### src/rtl/mips_multicycle_control.sv
// Multi-cycle MIPS control FSM: latches one instruction and walks DECODE/EXEC/MEM/WB.
// Optional build macro MIPS_CTRL_ILLEGAL_TRAP_EN: unsupported instructions lock into TRAP until reset.
module mips_multicycle_control #(
  parameter int REG_ADDR_W = 5,
  parameter int ALU_OP_W   = 4,
  parameter int LINK_REG   = 31
) (
  input  logic                  clk,
  input  logic                  reset,
  input  logic [31:0]           instr,
  input  logic                  instr_valid,
  output logic                  instr_ready,
  input  logic                  alu_zero,
  input  logic                  mem_ready,
  output logic [REG_ADDR_W-1:0] read_reg_1,
  output logic [REG_ADDR_W-1:0] read_reg_2,
  output logic [REG_ADDR_W-1:0] write_reg,
  output logic                  signal_reg_write,
  output logic [ALU_OP_W-1:0]   alu_op,
  output logic                  alu_src,
  output logic                  mem_read,
  output logic                  mem_write,
  output logic                  mem_to_reg,
  output logic                  pc_write,
  output logic                  instr_done,
  output logic                  illegal_instr
);

  typedef enum logic [2:0] {
    S_IDLE   = 3'd0,
    S_DECODE = 3'd1,
    S_EXEC   = 3'd2,
    S_MEM    = 3'd3,
    S_WB     = 3'd4,
    S_TRAP   = 3'd5
  } state_t;

  localparam logic [5:0] OP_RTYPE = 6'h00;
  localparam logic [5:0] OP_J     = 6'h02;
  localparam logic [5:0] OP_BEQ   = 6'h04;
  localparam logic [5:0] OP_BNE   = 6'h05;
  localparam logic [5:0] OP_ADDI  = 6'h08;
  localparam logic [5:0] OP_SLTI  = 6'h0A;
  localparam logic [5:0] OP_ANDI  = 6'h0C;
  localparam logic [5:0] OP_ORI   = 6'h0D;
  localparam logic [5:0] OP_LW    = 6'h23;
  localparam logic [5:0] OP_SW    = 6'h2B;

  localparam logic [ALU_OP_W-1:0] ALU_AND = 4'b0000;
  localparam logic [ALU_OP_W-1:0] ALU_OR  = 4'b0001;
  localparam logic [ALU_OP_W-1:0] ALU_ADD = 4'b0010;
  localparam logic [ALU_OP_W-1:0] ALU_SUB = 4'b0110;
  localparam logic [ALU_OP_W-1:0] ALU_SLT = 4'b0111;
  localparam logic [ALU_OP_W-1:0] ALU_SLL = 4'b1000;
  localparam logic [ALU_OP_W-1:0] ALU_SRL = 4'b1001;

  state_t      state_r;
  logic [31:0] ir_r;

  logic [5:0]  op_s;
  logic [5:0]  funct_s;
  logic        legal_s;
  logic        unused_ok;

  assign op_s    = ir_r[31:26];
  assign funct_s = ir_r[5:0];
  assign legal_s = is_legal(ir_r);
  // Shamt bits and the reserved link register index are not consumed by control.
  assign unused_ok = &{1'b0, ir_r[10:6], (LINK_REG != 0)};

  function automatic logic is_legal(input logic [31:0] w);
    logic ok;
    case (w[31:26])
      OP_RTYPE: begin
        case (w[5:0])
          6'h20, 6'h22, 6'h24, 6'h25, 6'h2A, 6'h00, 6'h02: ok = 1'b1;
          default:                                        ok = 1'b0;
        endcase
      end
      OP_J, OP_BEQ, OP_BNE, OP_ADDI, OP_SLTI,
      OP_ANDI, OP_ORI, OP_LW, OP_SW:                     ok = 1'b1;
      default:                                          ok = 1'b0;
    endcase
    return ok;
  endfunction

  function automatic logic [ALU_OP_W-1:0] alu_op_of(input logic [31:0] w);
    logic [ALU_OP_W-1:0] r;
    case (w[31:26])
      OP_RTYPE: begin
        case (w[5:0])
          6'h20:   r = ALU_ADD;
          6'h22:   r = ALU_SUB;
          6'h24:   r = ALU_AND;
          6'h25:   r = ALU_OR;
          6'h2A:   r = ALU_SLT;
          6'h00:   r = ALU_SLL;
          6'h02:   r = ALU_SRL;
          default: r = ALU_ADD;
        endcase
      end
      OP_BEQ, OP_BNE: r = ALU_SUB;
      OP_SLTI:        r = ALU_SLT;
      OP_ANDI:        r = ALU_AND;
      OP_ORI:         r = ALU_OR;
      default:        r = ALU_ADD;
    endcase
    return r;
  endfunction

  // State register and instruction latch.
  always_ff @(posedge clk or posedge reset) begin
    if (reset) begin
      state_r <= S_IDLE;
      ir_r    <= 32'h0000_0000;
    end else begin
      case (state_r)
        S_IDLE: begin
          if (instr_valid) begin
            ir_r    <= instr;
            state_r <= S_DECODE;
          end
        end
        S_DECODE: begin
          if (!legal_s) begin
`ifdef MIPS_CTRL_ILLEGAL_TRAP_EN
            state_r <= S_TRAP;
`else
            state_r <= S_IDLE;
`endif
          end else if (op_s == OP_J) begin
            state_r <= S_IDLE;
          end else begin
            state_r <= S_EXEC;
          end
        end
        S_EXEC: begin
          if (op_s == OP_BEQ || op_s == OP_BNE) begin
            state_r <= S_IDLE;
          end else if (op_s == OP_LW || op_s == OP_SW) begin
            state_r <= S_MEM;
          end else begin
            state_r <= S_WB;
          end
        end
        S_MEM: begin
          if (mem_ready) begin
            state_r <= (op_s == OP_LW) ? S_WB : S_IDLE;
          end
        end
        S_WB:    state_r <= S_IDLE;
        S_TRAP:  state_r <= S_TRAP;
        default: state_r <= S_IDLE;
      endcase
    end
  end

  // Moore output decode of state and latched instruction; pc_write and sw retire see inputs.
  always_comb begin
    instr_ready      = 1'b0;
    read_reg_1       = '0;
    read_reg_2       = '0;
    write_reg        = '0;
    signal_reg_write = 1'b0;
    alu_op           = '0;
    alu_src          = 1'b0;
    mem_read         = 1'b0;
    mem_write        = 1'b0;
    mem_to_reg       = 1'b0;
    pc_write         = 1'b0;
    instr_done       = 1'b0;
    illegal_instr    = 1'b0;
    if (state_r == S_DECODE || state_r == S_EXEC || state_r == S_MEM || state_r == S_WB) begin
      read_reg_1 = ir_r[25:21];
      read_reg_2 = ir_r[20:16];
    end else begin
      read_reg_1 = '0;
      read_reg_2 = '0;
    end
    case (state_r)
      S_IDLE: instr_ready = 1'b1;
      S_DECODE: begin
        if (!legal_s) begin
`ifdef MIPS_CTRL_ILLEGAL_TRAP_EN
          instr_done = 1'b0;
`else
          instr_done = 1'b1;
`endif
        end else if (op_s == OP_J) begin
          pc_write   = 1'b1;
          instr_done = 1'b1;
        end else begin
          instr_done = 1'b0;
        end
      end
      S_EXEC: begin
        alu_op  = alu_op_of(ir_r);
        alu_src = (op_s != OP_RTYPE) && (op_s != OP_BEQ) && (op_s != OP_BNE);
        if (op_s == OP_BEQ || op_s == OP_BNE) begin
          pc_write   = alu_zero ^ (op_s == OP_BNE);
          instr_done = 1'b1;
        end else begin
          pc_write   = 1'b0;
        end
      end
      S_MEM: begin
        mem_read  = (op_s == OP_LW);
        mem_write = (op_s == OP_SW);
        if (op_s == OP_SW && mem_ready) begin
          instr_done = 1'b1;
        end else begin
          instr_done = 1'b0;
        end
      end
      S_WB: begin
        write_reg        = (op_s == OP_RTYPE) ? ir_r[15:11] : ir_r[20:16];
        mem_to_reg       = (op_s == OP_LW);
        signal_reg_write = (write_reg != '0);
        instr_done       = 1'b1;
      end
      S_TRAP:  illegal_instr = 1'b1;
      default: instr_ready   = 1'b0;
    endcase
  end

endmodule

### config.mk
export PLATFORM = sky130hd
export DESIGN_NAME = mips_multicycle_control
export DESIGN_NICKNAME = d
export VERILOG_FILES = /design/src/rtl/mips_multicycle_control.sv
export SDC_FILE = /design/constraint.sdc
export NUM_CORES = 1
export LEC_CHECK = 0
export CORE_MARGIN = 1.5
export CORE_UTILIZATION = 49
export CTS_CLUSTER_SIZE = 24
export DETAILED_ROUTE_END_ITERATION = 6
export PLACE_DENSITY = 0.86
export SYNTH_ARGS = -nofsm -noshare
export SYNTH_HDL_FRONTEND = slang
export SYNTH_SLANG_ARGS = --single-unit
### constraint.sdc
create_clock -name clk -period 4.1 [get_ports clk]
set_input_delay 1.23 -clock clk [delete_from_list [all_inputs] [get_ports clk]]
set_output_delay 1.23 -clock clk [all_outputs]
set_load 0.01 [all_outputs]
==> out/summary.json, run 1 <==
{
  "sta": {
    "fin_crit_sh_pct": 96.1,
    "hold_violations": 0,
    "setup_repair_after_global_routing_missed_its_margin": "no",
    "finalWorstPathRequiredPeriod_ps": 3940,
    "maxClockFrequency_ghz": 0.254,
    "hold-worst-slack_ps": 502,
    "worstMarginPinSlew_ps": 727,
    "clock_skew_ps": 2.61,
    "final_max_slew_viol_count": 0,
    "relSlewSlack_pct": 51.2,
    "setup_violations": 0
  },
  "critical_path": {
    "crit_path_largest_cell_delay_ps": 500,
    "crit_type": "in -> out",
    "critical_path.endpoint_type": "output pin",
    "worst_setup_path_endpoint": "pc_write",
    "critical_path_cell_count": 5,
    "timing.critical_path.arrival_ps": 2710,
    "worstPathBufferInverterCount": 2,
    "regToRegEndpoint": "state_r[0]",
    "cpLargestDelayFamily": "buffers and inverters",
    "worst_path_cell_chain": "clkdlybuf4s50_1 -> xnor2_1 -> or4b_1 -> a21oi_1 -> dlygate4sd2_1",
    "r2r.worst_path.cells": 4,
    "cp_slowest_cell": "or4b_1",
    "crit_path_start": "alu_zero",
    "category_of_the_worst_setup_path_launch_point": "input port",
    "worst_r2r_startpoint": "state_r[1]",
    "critical_path.max_fanout": 1,
    "critical_path_required_ps": 2870,
    "reg2reg_slack_ps": 2340
  },
  "synthesis": {
    "postSynthNetCount": 218,
    "distinct_cell_type_count_after_synthesis": 47,
    "fraction_of_the_yosys_area_taken_by_sequential_cells_pct": 40.7,
    "yosys-top-cells-area": "dfrtp_1, mux2_2, and2_1, a21oi_1, nand2b_1",
    "per_instance_average_area_after_synthesis_sq_um": 10.2,
    "asyncSetResetFlopFracSynth_pct": 100,
    "synthesis.yosys.warnings": 0,
    "ys_ff_latch": 30,
    "post_synthesis_instance_total": 181,
    "synth_area_leader_cell": "dfrtp_1",
    "mappedNetlistArea_sq_um": 1840,
    "synth_edf_count": 0,
    "post-synth-top-area-fraction_pct": 40.7,
    "dominantRegCellSynth": "dfrtp_1"
  },
  "floorplanning": {
    "die_w_microns": 64.4,
    "core_sq_um": 3630,
    "die_height_microns": 64.4,
    "dieArea_sq_um": 4140,
    "top_level_ports": 65,
    "start_util_pct": 50.8,
    "placement_row_count": 22
  },
  "layout": {
    "multi_input_gate_area_sq_um": 1020,
    "layout_cells_excl_fill": 289,
    "num-fill-cells": 279,
    "final_util_pct": 70.1,
    "antenna_cells_inserted": 0,
    "synthToLayoutAreaGrowth_pct": 38.2,
    "drive_gt1_share_pct": 19.5,
    "final_nets": 277,
    "seq_area_sq_um": 751
  },
  "clocking": {
    "worst_setup_hold_path_clk_slew_ps": 70,
    "holdBufCountCts": 0,
    "clock-sinks": 30,
    "numCtsBuffers": 5,
    "clock_tree_from_tritoncts": "yes",
    "h-tree-depth": 2,
    "ctsLongestPathBuffers": 2,
    "clk_latency_ps": 280,
    "clk_root_buffer_cell": "clkbuf_8"
  },
  "worst_hold_path": {
    "min-delay-start": "ir_r[23]",
    "hold_path_class": "reg -> reg",
    "worst_hold_path_stage_count": 1
  },
  "route": {
    "initial_drt_markers": 115,
    "routed-via-count": 1623,
    "route.detailed.vias_per_inst": 5.62,
    "number_of_search_and_repair_iterations_in_the_first_detailed_routing_pass": 4,
    "finalWirelength_microns": 4280,
    "post_detailed_route_wirelength_per_cell_microns": 14.8,
    "drc": 0,
    "antenna_left": 0
  },
  "pwr": {
    "cellLeakagePower_nw": 0.985,
    "peakVddDrop_v": 0.000476,
    "power.density_nw_per_um2": 708
  },
  "job": {
    "max_capacitance_violation_count": 0
  },
  "placement": {
    "placement.io_buffers": 59,
    "number_of_instances_in_the_placed_design": 281,
    "gpl.final_weighted_congestion": 0.875,
    "hpwlAfterDp_microns": 3120
  },
  "grt": {
    "grt-ovfl-total": 0,
    "grt_max_degree": 31,
    "grt_first_pass_wirelength_microns": 7220,
    "track_usage_pct": 22.6,
    "grt_pass1_vias": 1532,
    "initial_antenna_violation_count": 0
  },
  "run_status": {
    "outcome": "completed"
  }
}
-- synth_stat cells, types with 2 or more instances --
library cell / count
dfrtp_1: 30
mux2_2: 27
and2_1: 12
nor2_1: 12
a21oi_1: 11
nand2_1: 8
nand2b_1: 8
nand3_1: 7
nor3_1: 7
buf_2: 5
o21ai_0: 5
a21o_1: 2
and3_2: 2
and4_1: 2
buf_6: 2
inv_1: 2
nand4_1: 2
nor2b_1: 2
nor3b_1: 2
nor4_1: 2
nor4_4: 2
o211ai_1: 2
or4_1: 2
xnor2_1: 2
-- cell usage in the layout, fill, tap and decap left out, types with 3 or more instances in the layout --
cell	count
and2_1	12
a21oi_1	11
dfrtp_1	30
clkbuf_8	6
o21ai_0	5
nand3_1	7
clkdlybuf4s50_1	58
nor3_1	7
nand2_1	8
nand2b_1	8
nor2_1	12
mux2_2	27
buf_4	3
-- power breakdown --
group	switching [mW]	internal, mW
Combinational	0.375	0.515
Sequential	0.222	0.444
Clock	0.114	0.135
-- kinds of logic (layout without fill, tap and decap cells) --
| group | count (synthesis) | after routing | share of synthesized area (%) |
|---|---|---|---|
| XOR/XNOR | 2 | 2 | 0.950 |
| AO/OA/AOI/OAI | 31 | 31 | 11.1 |
| buffers and inverters | 12 | 72 | 3.80 |
| AND/OR/NAND/NOR | 78 | 78 | 26.4 |
| multiplexers | 28 | 28 | 17.0 |
| flip-flops | 30 | 30 | 40.7 |
-- repair_timing --
item                       in CTS  in global routing
setup endpoints to repair       1                  0
hold endpoints to repair        0                  0
setup buffers                   0                  0
gates resized for setup         1                  0
-- through the flow --
| step | setup WS (ps) | instance area (sq um) | total power, mW | TNS, ps |
|---|---|---|---|---|
| after global routing | 66.0 | 2550 | 1.93 | 0 |
| after CTS | 160 | 2550 | 1.81 | 0 |
| after floorplan | 809 | 1840 | 1.23 | 0 |
| after detailed placement | -102 | 2450 | 1.56 | -102 |
| after global placement | -83.4 | 2450 | 1.53 | -83.4 |
| final | 158 | 2550 | 1.80 | 0 |
-- flip-flops by register name, summed over array words and instances (netlist names) --
register  flops
ir_r         27
state_r       3
-- metal layers --
layer	wire, microns	up-vias	GRT usage (%)
met5	0	-	0
met4	92	0	10.4
met3	186	9	3.70
met2	1990	53	35.2
met1	2010	776	30.9
li1	-	785	-
-- area by class of cell --
type,count,share of cell area (%)
inverter,2,0.295
sequential,30,29.5
multi-input combinational,139,40.2
timing repair buffer,62,24.0
tap,48,2.36
clock inverter,2,0.491
clock buffer,6,3.24
-- worst min-delay path by stage --
stage / to / slack (ps)
after floorplan: ir_r[21] / 470
after global placement: ir_r[24] / 480
after detailed placement: ir_r[23] / 490
after CTS: ir_r[23] / 500
after global routing: ir_r[23] / 520
final: ir_r[23] / 500
Note: power is estimated with default switching activity, not from simulation.
==> inputs of run 2 (changes only) <==
PLACE_DENSITY = 0.95   (was 0.86)
==> out/summary.json, run 2 (synthesis results as in run 1) <==
{
  "run_status": {
    "outcome": "completed"
  },
  "critical_path": {
    "reg2reg_slack_ps": 2340,
    "worst_path_cell_chain": "clkdlybuf4s50_1 -> xnor2_1 -> or4b_1 -> a21oi_1 -> dlygate4sd2_1",
    "crit_path_largest_cell_delay_ps": 500,
    "worst_r2r_startpoint": "state_r[1]",
    "critical_path_required_ps": 2870,
    "cp_slowest_cell": "or4b_1",
    "critical_path.max_fanout": 1,
    "crit_path_start": "alu_zero",
    "critical_path.endpoint_type": "output pin",
    "timing.critical_path.arrival_ps": 2690,
    "crit_type": "in -> out",
    "category_of_the_worst_setup_path_launch_point": "input port"
  },
  "grt": {
    "grt_pass1_vias": 1669,
    "grt_first_pass_wirelength_microns": 7690,
    "track_usage_pct": 24.0,
    "initial_antenna_violation_count": 0,
    "grt_max_degree": 31,
    "grt_util_met2_pct": 41.5,
    "grt-busiest-layer": "met2",
    "grtUsageMet1_pct": 29.7,
    "global_route.usage.met3_pct": 5.81,
    "grt-ovfl-total": 0
  },
  "sta": {
    "worstMarginPinSlew_ps": 724,
    "maxClockFrequency_ghz": 0.255,
    "setup_repair_after_global_routing_missed_its_margin": "no",
    "final_max_slew_viol_count": 0,
    "relSlewSlack_pct": 51.4,
    "hold_violations": 0,
    "setup_violations": 0,
    "finalWorstPathRequiredPeriod_ps": 3920,
    "fin_crit_sh_pct": 95.7,
    "clock_skew_ps": 11.7
  },
  "clocking": {
    "clock_tree_from_tritoncts": "yes",
    "clk_latency_ps": 290,
    "clock-sinks": 30,
    "h-tree-depth": 2,
    "numCtsBuffers": 5,
    "worst_setup_hold_path_clk_slew_ps": 60,
    "clk_root_buffer_cell": "clkbuf_8",
    "ctsLongestPathBuffers": 2
  },
  "route": {
    "drc": 0,
    "finalWirelength_microns": 4460,
    "number_of_search_and_repair_iterations_in_the_first_detailed_routing_pass": 4,
    "antenna_left": 0,
    "route.detailed.vias_per_inst": 5.74,
    "initial_drt_markers": 184,
    "post_detailed_route_wirelength_per_cell_microns": 15.4,
    "routed-via-count": 1660
  },
  "layout": {
    "most-common-layout-cells": "clkdlybuf4s50_1, dfrtp_1, mux2_2, and2_1, nor2_1",
    "drive_gt1_share_pct": 19.5,
    "largest_register_ffs": 27,
    "layout_commonest_cell": "clkdlybuf4s50_1",
    "synthToLayoutAreaGrowth_pct": 38.2,
    "layout_cells_excl_fill": 289,
    "antenna_cells_inserted": 0,
    "layout_top_registers": "ir_r (27), state_r (3)",
    "registers.top_by_ff_count": "ir_r",
    "post-route-cell-area_sq_um": 2550,
    "final_nets": 277
  },
  "floorplanning": {
    "placement_row_count": 22,
    "start_util_pct": 50.8,
    "die_w_microns": 64.4,
    "dieArea_sq_um": 4140,
    "top_level_ports": 65,
    "core_sq_um": 3630,
    "die_height_microns": 64.4
  },
  "worst_hold_path": {
    "min-delay-start": "ir_r[23]",
    "hold_path_class": "reg -> reg"
  },
  "pwr": {
    "p_clk_share_pct": 13.8,
    "power.switching_fraction_pct": 39.8,
    "total_power_mw": 1.82,
    "power.density_nw_per_um2": 713,
    "power.internal_mw": 1.09,
    "pwr-share-comb_pct": 50.5,
    "cellLeakagePower_nw": 0.985,
    "seqPwrFrac_pct": 35.7,
    "peakVddDrop_v": 0.000468,
    "switching_power_mw": 0.723
  },
  "placement": {
    "gpl.final_weighted_congestion": 0.873,
    "number_of_instances_in_the_placed_design": 281,
    "placement.cell_area_sq_um": 2450,
    "placement.io_buffers": 59,
    "hpwlAfterDp_microns": 3180
  },
  "job": {
    "max_capacitance_violation_count": 0
  }
}
## run 2: cell counts in the layout (fill, tap and decap cells not counted)
Identical to the previous run, type by type.
## run 2: metal layers
metal	part of all wire, %	routed length (microns)
met4	1.4	63
met2	50	2240
met3	6.3	282
met5	0	0
met1	42	1880
## run 2: final cells by class
type                            instances  area [sq um]
Tap cell                               48          60.1
Sequential cell                        30           751
Timing Repair Buffer                   62           612
Multi-Input combinational cell        139          1020
Inverter                                2          7.51
Clock inverter                          2          12.5
Clock buffer                            6          82.6
Fill cell                             286          1080
## run 2: final timing paths
check,to,depth (start not counted)
setup / recovery,pc_write,5
setup reg to reg,ir_r[28],4
hold reg to reg,ir_r[23],1
min in group asynchronous,ir_r[30],3
max in group asynchronous,ir_r[18],3
hold / removal,ir_r[23],1
## run 2: power groups by stage
stage,clock network (mW),registers (mW),logic (mW)
finish,0.250,0.649,0.919
global route,0.267,0.682,1.00
CTS,0.253,0.643,0.922
detailed placement,0,0.648,0.911
global placement,0,0.634,0.885
floorplan,0,0.546,0.681
## run 2: repair_timing
item	CTS	global route
hold buffers	0	0
endpoints found under the setup margin	1	0
resized for setup	1	0
setup buffers	0	0
## run 2: worst max-delay path, delay by kind of cell
family,cells,cell delay [ps]
buffers and inverters,2,700
and+or+nand+nor,1,500
AOI/OAI and AO/OA,1,140
xor gates and xnor gates,1,130
## run 2: metrics by stage
stage          setup WS (ps)  util, %  hold slack, ps  TNS (ps)
6_report                 177     70.1             502         0
5_1_grt                  104     70.1             527         0
4_1_cts                  161     70.1             508         0
3_5_place_dp            -107     67.6             492      -107
3_3_place_gp           -86.3     67.6             481     -86.3
2_1_floorplan            809        -             472         0
==> inputs of run 3 (changes only) <==
CORE_UTILIZATION = 45   (was 49)
HOLD_SLACK_MARGIN = 0.05   (was unset)
PLACE_DENSITY = 0.91   (was 0.95)
clock period = 4.5 ns   (was 4.1 ns; I/O delays follow)
==> out/summary.json, run 3 (synthesis results as in run 1) <==
{
  "sta": {
    "setup_violations": 0,
    "relSlewSlack_pct": 53.5,
    "hold-worst-slack_ps": 506,
    "setup_repair_after_global_routing_missed_its_margin": "no",
    "setup_tns_ps": 0,
    "maxClockFrequency_ghz": 0.246,
    "clock_skew_ps": 9.90,
    "finalWorstPathRequiredPeriod_ps": 4060,
    "final_max_slew_viol_count": 0,
    "hold_violations": 0,
    "worstMarginPinSlew_ps": 692,
    "fin_crit_sh_pct": 90.3,
    "final_critical_path_setup_slack_ps": 436
  },
  "critical_path": {
    "critical_path_required_ps": 3150,
    "worst_path_cell_chain": "clkdlybuf4s50_1 -> xnor2_1 -> or4b_1 -> a21oi_1 -> dlymetal6s2s_1",
    "crit_type": "in -> out",
    "cp_slowest_cell": "or4b_1",
    "reg2reg_slack_ps": 2700,
    "critical_path.endpoint_type": "output pin",
    "timing.critical_path.arrival_ps": 2710,
    "crit_path_largest_cell_delay_ps": 500,
    "category_of_the_worst_setup_path_launch_point": "input port",
    "critical_path.max_fanout": 1
  },
  "placement": {
    "gpl.final_weighted_congestion": 0.833,
    "placement.io_buffers": 59,
    "hpwlAfterDp_microns": 3300,
    "placement.cell_area_sq_um": 2450,
    "detailedPlace.worstSlack_ps": 57.6,
    "number_of_instances_in_the_placed_design": 282
  },
  "grt": {
    "grt_max_degree": 28,
    "grt_first_pass_wirelength_microns": 7460,
    "grt_pass1_vias": 1645,
    "grt-ovfl-total": 0,
    "track_usage_pct": 21.9,
    "initial_antenna_violation_count": 0
  },
  "route": {
    "route.detailed.vias_per_inst": 5.69,
    "antenna_left": 0,
    "routed-via-count": 1649,
    "number_of_search_and_repair_iterations_in_the_first_detailed_routing_pass": 4,
    "finalWirelength_microns": 4530,
    "drc": 0,
    "initial_drt_markers": 133,
    "post_detailed_route_wirelength_per_cell_microns": 15.6
  },
  "layout": {
    "most-common-layout-cells": "clkdlybuf4s50_1, dfrtp_1, mux2_2, and2_1, nor2_1",
    "final_util_pct": 65.3,
    "final_nets": 276,
    "largest_register_ffs": 27,
    "post-route-cell-area_sq_um": 2590,
    "drive_gt1_share_pct": 19.2,
    "layout_commonest_cell": "clkdlybuf4s50_1",
    "antenna_cells_inserted": 0,
    "layout_cells_excl_fill": 290,
    "layout_top_registers": "ir_r (27), state_r (3)",
    "synthToLayoutAreaGrowth_pct": 40.7,
    "registers.top_by_ff_count": "ir_r"
  },
  "job": {
    "max_capacitance_violation_count": 0
  },
  "pwr": {
    "power.density_nw_per_um2": 679,
    "peakVddDrop_v": 0.000418,
    "cellLeakagePower_nw": 1.02,
    "total_power_mw": 1.76
  },
  "floorplanning": {
    "die_w_microns": 67.0,
    "top_level_ports": 65,
    "placement_row_count": 23,
    "die_height_microns": 67.0,
    "dieArea_sq_um": 4490,
    "core_sq_um": 3970,
    "start_util_pct": 46.4
  },
  "clocking": {
    "h-tree-depth": 2,
    "worst_setup_hold_path_clk_slew_ps": 70,
    "clk_latency_ps": 280,
    "clk_root_buffer_cell": "clkbuf_8",
    "numCtsBuffers": 5,
    "post_cts_buffers": 0,
    "holdBufCountCts": 0,
    "clock-sinks": 30,
    "clock_tree_from_tritoncts": "yes",
    "ctsLongestPathBuffers": 2
  },
  "worst_hold_path": {
    "hold_path_class": "reg -> reg"
  },
  "run_status": {
    "outcome": "completed"
  }
}
==> run 3: what timing repair did <==
action / in CTS / in global routing
hold endpoints to repair: 0 / 0
gates resized for setup: 0 / 1
setup endpoints to repair: 0 / 1
==> run 3: routing by layer <==
layer  vias up  wire, microns  track usage [%]
met2        55           2290             36.0
met4         0             66             8.67
li1        778              -                -
met3         8            244             4.73
met1       808           1930             27.8
met5         -              0                0
==> run 3: critical path: cells and delay by family <==
family,cells,cell delay (ps)
buffers and inverters,2,600
AO/OA/AOI/OAI,1,140
XOR/XNOR,1,130
AND/OR/NAND/NOR,1,500
==> run 3: layout make-up <==
| class | instances | area [sq um] |
|---|---|---|
| clock buffers | 6 | 82.6 |
| fillers | 341 | 1380 |
| repair buffers | 61 | 608 |
| inverters | 2 | 7.51 |
| well taps | 50 | 62.6 |
| clock inverters | 2 | 60.1 |
| flip-flops and latches | 30 | 751 |
| multi-input cells | 139 | 1020 |
==> run 3: power by group <==
group          internal, mW  leakage (nW)  total [mW]  switching (mW)
Clock                 0.236        0.0714       0.338           0.102
Sequential            0.404         0.355       0.612           0.208
Combinational         0.464         0.591       0.813           0.349
Total                  1.10          1.02        1.76           0.658
==> run 3: worst paths after layout <==
| path | start | end | cells after the start |
|---|---|---|---|
| min in group asynchronous | reset | ir_r[1] | 2 |
| max in group asynchronous | reset | ir_r[31] | 3 |
| hold reg to reg | ir_r[23] | ir_r[23] | 1 |
| setup / recovery | alu_zero | pc_write | 5 |
| hold / removal | ir_r[23] | ir_r[23] | 1 |
| setup reg to reg | ir_r[29] | state_r[2] | 4 |
